===== config.mk =====
export PLATFORM = sky130hd
export DESIGN_NAME = vec_serializer
export DESIGN_NICKNAME = d
export VERILOG_FILES = /design/src/rtl/vec_serializer_pkg.sv /design/src/rtl/vec_serializer_relu_vec.sv /design/src/rtl/vec_serializer.sv
export SDC_FILE = /design/constraint.sdc
export NUM_CORES = 1
export LEC_CHECK = 0
export ABC_AREA = 1
export CAP_MARGIN = 10
export CORE_ASPECT_RATIO = 1.25
export CORE_UTILIZATION = 54
export DETAILED_ROUTE_END_ITERATION = 6
export HOLD_SLACK_MARGIN = 0.1
export PLACE_DENSITY = 0.79
export SLEW_MARGIN = 20
export SYNTH_ARGS = -nofsm -noshare
export SYNTH_HDL_FRONTEND = slang
export SYNTH_HIERARCHICAL = 1
export SYNTH_SLANG_ARGS = --single-unit

===== constraint.sdc =====
create_clock -name clk -period 2.9 [get_ports clk]
set_input_delay 0.58 -clock clk [delete_from_list [all_inputs] [get_ports clk]]
set_output_delay 0.58 -clock clk [all_outputs]
set_load 0.02 [all_outputs]

===== src/rtl/vec_serializer_pkg.sv =====
// ---------------------------------------------------------------------------
// vec_serializer_pkg
//
// Shared definitions for the vector serializer:
//   - default element width / vector length macros (used when the including
//     build does not provide its own network-wide values)
//   - occ_e      : buffer occupancy encoding (EMPTY / DRAIN / FULL)
//   - clog2_min1 : width helper that never returns 0
//   - relu_elem  : width-agnostic ReLU on a single two's complement element
// ---------------------------------------------------------------------------
`ifndef DATA_WIDTH
`define DATA_WIDTH 8
`endif
`ifndef LAYER3_WIDTH
`define LAYER3_WIDTH 4
`endif

package vec_serializer_pkg;

  // Widest element relu_elem can handle; elements are zero-extended into
  // this container so one function serves every DATA_WIDTH.
  localparam int RELU_MAX_W = 64;

  // Occupancy of the two-slot buffer. The value doubles as the number of
  // stored vectors, so 2'd3 is never legal.
  typedef enum logic [1:0] {
    EMPTY = 2'd0,
    DRAIN = 2'd1,
    FULL  = 2'd2
  } occ_e;

  // Counter width that is at least 1 bit even when only one value is needed.
  function automatic int clog2_min1(input int n);
    return (n <= 1) ? 1 : $clog2(n);
  endfunction

  // ReLU on one element of 'width' bits held in the low bits of x: a set
  // sign bit (bit width-1) means negative, which clamps to zero.
  function automatic logic [RELU_MAX_W-1:0] relu_elem(
    input logic [RELU_MAX_W-1:0] x,
    input int                    width
  );
    logic [RELU_MAX_W-1:0] sign_sh;
    sign_sh = x >> (width - 1);
    if (sign_sh[0]) begin
      return '0;
    end
    return x;
  endfunction

endpackage


===== src/rtl/vec_serializer_relu_vec.sv =====
// ---------------------------------------------------------------------------
// relu_vec
//
// Purely combinational ReLU over a whole vector. With enable low the vector
// passes through untouched; with enable high every negative element becomes 0.
//
// Ports:
//   enable : apply ReLU to this vector
//   din    : input vector, NUM_ELEMS elements of DATA_WIDTH bits
//   dout   : output vector, same shape as din
// ---------------------------------------------------------------------------
module relu_vec
  import vec_serializer_pkg::*;
#(
  parameter int DATA_WIDTH = 8,
  parameter int NUM_ELEMS  = 4
) (
  input  logic                  enable,
  input  logic [DATA_WIDTH-1:0] din  [NUM_ELEMS],
  output logic [DATA_WIDTH-1:0] dout [NUM_ELEMS]
);

  for (genvar g = 0; g < NUM_ELEMS; g++) begin : g_elem
    logic [RELU_MAX_W-1:0] clamped;

    assign clamped = relu_elem(RELU_MAX_W'(din[g]), DATA_WIDTH);
    assign dout[g] = enable ? clamped[DATA_WIDTH-1:0] : din[g];
  end

endmodule


===== src/rtl/vec_serializer.sv =====
// ---------------------------------------------------------------------------
// vec_serializer
//
// Double-buffered vector-to-stream serializer. A whole NUM_ELEMS vector is
// captured in one cycle (optionally through ReLU) and streamed out LANES
// elements per beat with valid/ready handshakes on both sides. Two slots let
// the next vector arrive while the current one drains; an attempt to write
// while both slots are occupied is dropped and flagged on a sticky bit.
//
// Ports:
//   clk, rst   : clock, synchronous active-high reset
//   i_valid    : din carries a vector this cycle
//   i_ready    : a slot is free (accept on i_valid && i_ready)
//   din        : parallel input vector, NUM_ELEMS x DATA_WIDTH
//   relu_en    : clamp negatives of the vector accepted this cycle
//   o_valid    : dout carries a beat
//   o_ready    : downstream takes the beat (pop on o_valid && o_ready)
//   dout       : current beat, lane k = element beat*LANES+k
//   o_last     : current beat is the last of its vector
//   o_beat     : index of the current beat
//   o_overflow : sticky flag for writes attempted while full
// ---------------------------------------------------------------------------
`ifndef DATA_WIDTH
`define DATA_WIDTH 8
`endif
`ifndef LAYER3_WIDTH
`define LAYER3_WIDTH 4
`endif

module vec_serializer
  import vec_serializer_pkg::*;
#(
  parameter  int DATA_WIDTH = `DATA_WIDTH,
  parameter  int NUM_ELEMS  = `LAYER3_WIDTH,
  parameter  int LANES      = 1,
  localparam int BEATS      = NUM_ELEMS / LANES,
  localparam int BW         = clog2_min1(NUM_ELEMS / LANES)
) (
  input  logic                  clk,
  input  logic                  rst,
  input  logic                  i_valid,
  output logic                  i_ready,
  input  logic [DATA_WIDTH-1:0] din [NUM_ELEMS],
  input  logic                  relu_en,
  output logic                  o_valid,
  input  logic                  o_ready,
  output logic [DATA_WIDTH-1:0] dout [LANES],
  output logic                  o_last,
  output logic [BW-1:0]         o_beat,
  output logic                  o_overflow
);

  // A partial final beat would need lane masking, which this block does not
  // provide, so refuse such configurations at elaboration.
  if (LANES < 1 || (NUM_ELEMS % LANES) != 0) begin : g_bad_lanes
    $error("vec_serializer: NUM_ELEMS (%0d) must be a multiple of LANES (%0d)",
           NUM_ELEMS, LANES);
  end
  if (DATA_WIDTH > RELU_MAX_W) begin : g_bad_width
    $error("vec_serializer: DATA_WIDTH (%0d) exceeds %0d", DATA_WIDTH, RELU_MAX_W);
  end

  // Element index width inside a slot.
  localparam int            IW        = clog2_min1(NUM_ELEMS);
  // The counter tops out at BEATS-1, never BEATS, so BW bits always suffice.
  localparam logic [BW-1:0] LAST_BEAT = BW'(BEATS - 1);

  occ_e                  state_q,    state_d;
  logic                  wr_ptr_q,   wr_ptr_d;
  logic                  rd_ptr_q,   rd_ptr_d;
  logic [BW-1:0]         beat_q,     beat_d;
  logic                  overflow_q, overflow_d;
  logic [DATA_WIDTH-1:0] slot_q [2][NUM_ELEMS];
  logic [DATA_WIDTH-1:0] slot_d [2][NUM_ELEMS];

  logic [DATA_WIDTH-1:0] relu_out [NUM_ELEMS];
  logic                  accept;
  logic                  pop;
  logic                  at_last;
  logic                  retire;

  relu_vec #(
    .DATA_WIDTH (DATA_WIDTH),
    .NUM_ELEMS  (NUM_ELEMS)
  ) u_relu (
    .enable (relu_en),
    .din    (din),
    .dout   (relu_out)
  );

  // Handshake qualifiers. Both ready and valid come from registered state
  // only, so o_ready never reaches i_ready combinationally.
  assign i_ready    = (state_q != FULL);
  assign o_valid    = (state_q != EMPTY);
  assign at_last    = (beat_q == LAST_BEAT);
  assign o_last     = o_valid && at_last;
  assign o_beat     = beat_q;
  assign o_overflow = overflow_q;

  assign accept = i_valid && i_ready;
  assign pop    = o_valid && o_ready;
  assign retire = pop && at_last;

  // Next-state logic: pointer/beat advance and occupancy tracking. An accept
  // and a retire on the same edge cancel out, which keeps a DRAIN buffer in
  // DRAIN and lets the new vector follow with no bubble.
  always_comb begin
    state_d    = state_q;
    wr_ptr_d   = wr_ptr_q;
    rd_ptr_d   = rd_ptr_q;
    beat_d     = beat_q;
    overflow_d = overflow_q | (i_valid & ~i_ready);

    if (accept) begin
      wr_ptr_d = ~wr_ptr_q;
    end

    if (pop) begin
      if (at_last) begin
        beat_d   = '0;
        rd_ptr_d = ~rd_ptr_q;
      end else begin
        beat_d = beat_q + BW'(1);
      end
    end

    case ({accept, retire})
      2'b10: begin
        case (state_q)
          EMPTY:   state_d = DRAIN;
          DRAIN:   state_d = FULL;
          default: state_d = state_q;
        endcase
      end
      2'b01: begin
        case (state_q)
          FULL:    state_d = DRAIN;
          DRAIN:   state_d = EMPTY;
          default: state_d = state_q;
        endcase
      end
      default: state_d = state_q;
    endcase
  end

  // Control registers. Reset wins over any accept or pop on the same edge and
  // leaves both slots logically empty.
  always_ff @(posedge clk) begin
    if (rst) begin
      state_q    <= EMPTY;
      wr_ptr_q   <= 1'b0;
      rd_ptr_q   <= 1'b0;
      beat_q     <= '0;
      overflow_q <= 1'b0;
    end else begin
      state_q    <= state_d;
      wr_ptr_q   <= wr_ptr_d;
      rd_ptr_q   <= rd_ptr_d;
      beat_q     <= beat_d;
      overflow_q <= overflow_d;
    end
  end

  // Slot write port: only the slot under wr_ptr changes, and only on accept.
  // Overrun data never gets here because accept requires i_ready.
  always_comb begin
    slot_d = slot_q;
    if (accept) begin
      slot_d[wr_ptr_q] = relu_out;
    end
  end

  // Slot storage needs no reset: occupancy decides whether it is visible.
  always_ff @(posedge clk) begin
    slot_q <= slot_d;
  end

  // Output beat mux: slice 'beat' of the slot being read, zero when idle so
  // stale data never leaks downstream.
  always_comb begin
    for (int k = 0; k < LANES; k++) begin
      dout[k] = '0;
      if (o_valid) begin
        dout[k] = slot_q[rd_ptr_q][IW'(int'(beat_q) * LANES + k)];
      end
    end
  end

  // Occupancy must always be one of the three legal encodings.
  always_ff @(posedge clk) begin
    if (!rst) begin
      assert (state_q inside {EMPTY, DRAIN, FULL})
        else $error("vec_serializer: illegal occupancy %0d", state_q);
    end
  end

endmodule

* After elaboration in Yosys (flattened, before gate mapping)
Cells that the tools add are included.
Word-level totals: bits in registers 71, output and inout port bits 14, logic and storage cells 74
Cells by class: reductions and logical operators 10, eq/ne operators 8, order comparisons 4, multiplexer cells 30, add/subtract/negate cells 1, bitwise operators 8
Operators by type and width (count):
- 2-to-1 mux 32 bit | 4
- 2-to-1 mux 8 bit | 15
- bitwise mux 64 bit | 1
- demux 32 bit (select 1 bit) | 1
- binary-select mux 8 bit (select 2 bit) | 1
- case mux 2 bit (2 select lines) | 3
- equality test 2 bit (second input constant) | 3
- logical AND 1 bit | 5
- equality test 2 x 1 -> 1 bit (second input constant) | 2
- >= comparator 2 bit (second input constant) | 2
- 2-to-1 mux 1 bit | 4
- inverter 1 -> 2 bit | 2
- nonzero test 2 bit | 2
- >= comparator 2 x 3 -> 1 bit (second input constant) | 1
- inequality test 3 x 2 -> 1 bit (second input constant) | 1
- inequality test 3 bit (second input constant) | 1
- inverter 1 bit | 3
- AND reduction 3 bit | 1
- adder 2 x 1 -> 2 bit (second input constant) | 1
- zero test 2 bit | 1
- < comparator 2 x 1 -> 1 bit (second input constant) | 1
- 2-to-1 mux 2 bit | 1
- inequality test 2 bit (second input constant) | 1
- inverter 2 bit | 1
- other kinds (3) | 3

* Longest topological paths before layout
depth in word-level cells 8, gate-level depth with buffers 9, depth with buffers taken out 9

* Modules after synthesis
The synthesis kept the hierarchy.
By module, submodules not included:
- vec_serializer | sequential area each 2062.0 µm², area an instance 3133.0 µm², instances 1, cells each 306
- relu_vec | sequential area each 0.0 µm², area an instance 340.3 µm², instances 1, cells each 71

* Worst setup path before layout
No wires, ideal clock.
kind register to register, start point register state_q[0], end point register slot_q[0] (netlist bit) (enable), library setup time 0.423 ns, period minus slack after synthesis 2.540 ns, cell stages (with the launch flop) 5, setup slack 0.360 ns, data arrival time 2.118 ns, buffers on the path 0, path through dfxtp_1 > inv_1 > nand2_1 > nand2_2 > nor2_1
On the way: longest elaborated chain between the ends 2
RTL lines:
- start: declaration | line vec_serializer.sv:68 | occ_e state_q, state_d;
- start signal: assignment | line vec_serializer.sv:156 | state_q <= state_d;
- inequality test 2 bit | line vec_serializer.sv:93 | assign i_ready = (state_q != FULL);
- via i_ready | line vec_serializer.sv:42 | output logic i_ready,
- logical AND 1 bit | line vec_serializer.sv:100 | assign accept = i_valid && i_ready;
- end signal: assignment | line vec_serializer.sv:175 | slot_q <= slot_d;
- end: declaration | line vec_serializer.sv:73 | logic [DATA_WIDTH-1:0] slot_q [2][NUM_ELEMS];
The timed path passes the listed nets, and every way through them passes these cells. A chain may end at the register's enable or synchronous reset.

==> impl_metrics.py <==
metrics = {
    "layout": {
        "filler_cell_count": 514,
        "drive_above_1_share": 0.0858,
        "syn2layout_area_growth_pct": 20.3,
        "nets": 466,
        "register_area_um2": 2060,
        "final_cell_mix": "nand2_1, edfxtp_1, inv_1",
        "multiInputGateArea_um2": 985,
        "final_common_cell": "nand2_1",
        "antenna_cells": 0,
        "finish.instance_area_um2": 4180,
    },
    "sta": {
        "finalSetupTns_ns": 0,
        "max-slew-margin-rel": 0.694,
        "rsz0062_at_grt": "false",
        "max_freq_mhz": 363,
        "hold_violations": 0,
        "worst_slew_pin_slew_ns": 0.459,
        "holdWs_ns": 0.448,
        "fin_crit_ns": 2.76,
        "maxSlewViolCount": 0,
        "finalSetupViolCount": 0,
        "layout_setup_ws_ns": 0.145,
        "fin_crit_sh": 0.950,
        "skew_ns": 0.00510,
    },
    "cts": {
        "tritoncts.num_buffers": 9,
        "htreeDepth": 3,
        "postCtsHoldBufs": 0,
        "path_clk_slew_ns": 0.07,
        "cts_tree": "built",
        "clkLatencyLatePin_ns": 0.34,
        "clock-sinks": 71,
        "clock_path_buffers": 2,
        "cts_root_buffer": "clkbuf_8",
    },
    "detailed_routing": {
        "via_count": 2497,
        "drt_wl_total_mm": 6.69,
        "antenna_left": 0,
        "drt-initial-drc-count": 153,
        "wl_per_cell_um": 13.0,
        "drt_pre_antenna_iters": 4,
        "remaining_drc_errors": 0,
        "vias_per_cell": 4.84,
    },
    "yosys": {
        "netlist_area_um2": 3470,
        "synth.distinct_cells": 21,
        "syn-instance-count": 377,
        "yosys_warnings": 6,
        "yosysSeqAreaShare": 0.594,
        "syn_avg_cell_area_um2": 9.21,
        "ys_seq_elements": 71,
        "synth_fp_nets": 417,
    },
    "place": {
        "hpwl_mm": 4.51,
        "pre_cts_slack_ns": 0.397,
        "numPortBuffers": 50,
        "placed_cell_area_um2": 3950,
        "gp_congestion": 0.799,
    },
    "run_status": {
        "status": "finished clean",
    },
    "power": {
        "ir_worst_vdd_mv": 0.356,
        "powerDensity_nw_per_um2": 574,
        "p_leak_nw": 1.83,
    },
    "setup_path": {
        "worstSetupStartpoint": "rd_ptr_q$_SDFFE_PP0P_",
        "path_class": "reg2out",
        "startpoint_type": "flip-flop",
        "required_ns": 2.32,
        "reg2reg_from": "o_beat[1]$_SDFFE_PP0N_",
        "cp-end-kind": "primary output",
        "worstPathArrival_ns": 2.18,
        "cp_max_fo": 32,
    },
    "global_routing": {
        "grt-ovfl-total": 0,
        "track_usage": 0.219,
        "grt_max_degree": 34,
        "top_usage_layer": "met2",
        "gr-usage-met3": 0.0473,
        "grt_pass1_vias": 2322,
        "met2_usage": 0.343,
        "grtUsageMet1": 0.289,
        "grt_pass1_wl_mm": 10.8,
        "antenna_found_initial": 0,
    },
    "die": {
        "die_area_um2": 6760,
        "die_h_um": 91.7,
        "die_w_um": 73.7,
        "core_um2": 6210,
        "ioPinCount": 51,
        "rows": 32,
        "initial_core_util": 0.560,
    },
    "hold_path": {
        "min_from": "o_overflow$_SDFF_PP0_",
        "hold_class": "reg2reg",
    },
    "run": {
        "drv_cap": 0,
    },
}
kinds of logic after synthesis:
family | Yosys count | synth area share
simple gates | 186 | 0.214
buf+inv | 80 | 0.124
flops | 71 | 0.594
compound gates | 37 | 0.0576
fa+ha+maj | 3 | 0.0108
stage by stage:
stage,std cells,total power (W),util
after floorplan,377,0.00145,-
after global placement,500,0.00158,0.637
after CTS,516,0.00241,0.671
after global routing,516,0.00250,0.673
final,516,0.00240,0.673
after detailed placement,500,0.00158,0.637
cell type report:
type | count | share of cell area
Sequential cell | 71 | 0.494
Multi-Input combinational cell | 226 | 0.236
Timing Repair Buffer | 57 | 0.135
Inverter | 61 | 0.0593
Clock buffer | 9 | 0.0296
Tap cell | 85 | 0.0255
Clock inverter | 7 | 0.0210
registers in the layout, summed over array words and instances (netlist names):
signal      cells
slot_q         64
o_beat          2
state_q         2
o_overflow      1
rd_ptr_q        1
wr_ptr_q        1
path summary, 6_finish.rpt:
path                                                end  slack, ns  cells after the start
worst min-delay path              o_overflow$_SDFF_PP0_       0.45                      2
worst min register to register    o_overflow$_SDFF_PP0_       0.45                      2
worst max-delay path                            dout[6]       0.14                      8
worst max register to register  state_q[1]$_SDFFE_PP0P_       1.07                      8
synth_stat cells:
cell        n  share of area
clkbuf_8    2         0.0079
nand2_2     2         0.0036
nor2_4      1         0.0032
o21ai_0     3         0.0043
clkbuf_2    3         0.0043
ha_1        3          0.011
nor2_2      3         0.0054
nand2_1   136           0.15
edfxtp_1   64           0.55
buf_6      11          0.036
buf_4       1         0.0022
dfxtp_1     7          0.040
a21oi_2     4          0.010
a21oi_1    30          0.043
bufinv_8    1         0.0050
nor2_1     25          0.027
inv_1      57          0.062
buf_2       2         0.0029
nand3_1    19          0.027
inv_6       1         0.0025
inv_2       2         0.0022
critical path, stage by stage (launching register included):
cell             delay [ns]
dfxtp_1                0.48
buf_12                 0.22
nand2_1                0.06
nand2_1                0.08
nand2_1                0.05
nand2_1                0.08
nor2_1                 0.04
nor2_1                 0.16
clkdlybuf4s50_1        0.62
power breakdown:
group | total (W) | internal (W) | switching, W
Clock | 0.000838 | 0.000476 | 0.000362
Sequential | 0.00121 | 0.00119 | 0.0000222
Combinational | 0.000344 | 0.000147 | 0.000196
Total | 0.00240 | 0.00182 | 0.000581
per-layer routing:
layer | share of wire | up-vias
met5 | 0 | -
li1 | - | 1283
met2 | 0.49 | 84
met4 | 0.022 | 0
met1 | 0.43 | 1118
met3 | 0.054 | 12
timing repair:
action | in CTS | in global routing
buffers inserted | 0 | 0
resized for setup | 0 | 3
hold endpoints to repair | 0 | 0
setup endpoints to repair | 0 | 8
Power figures use the tool's default switching activity.
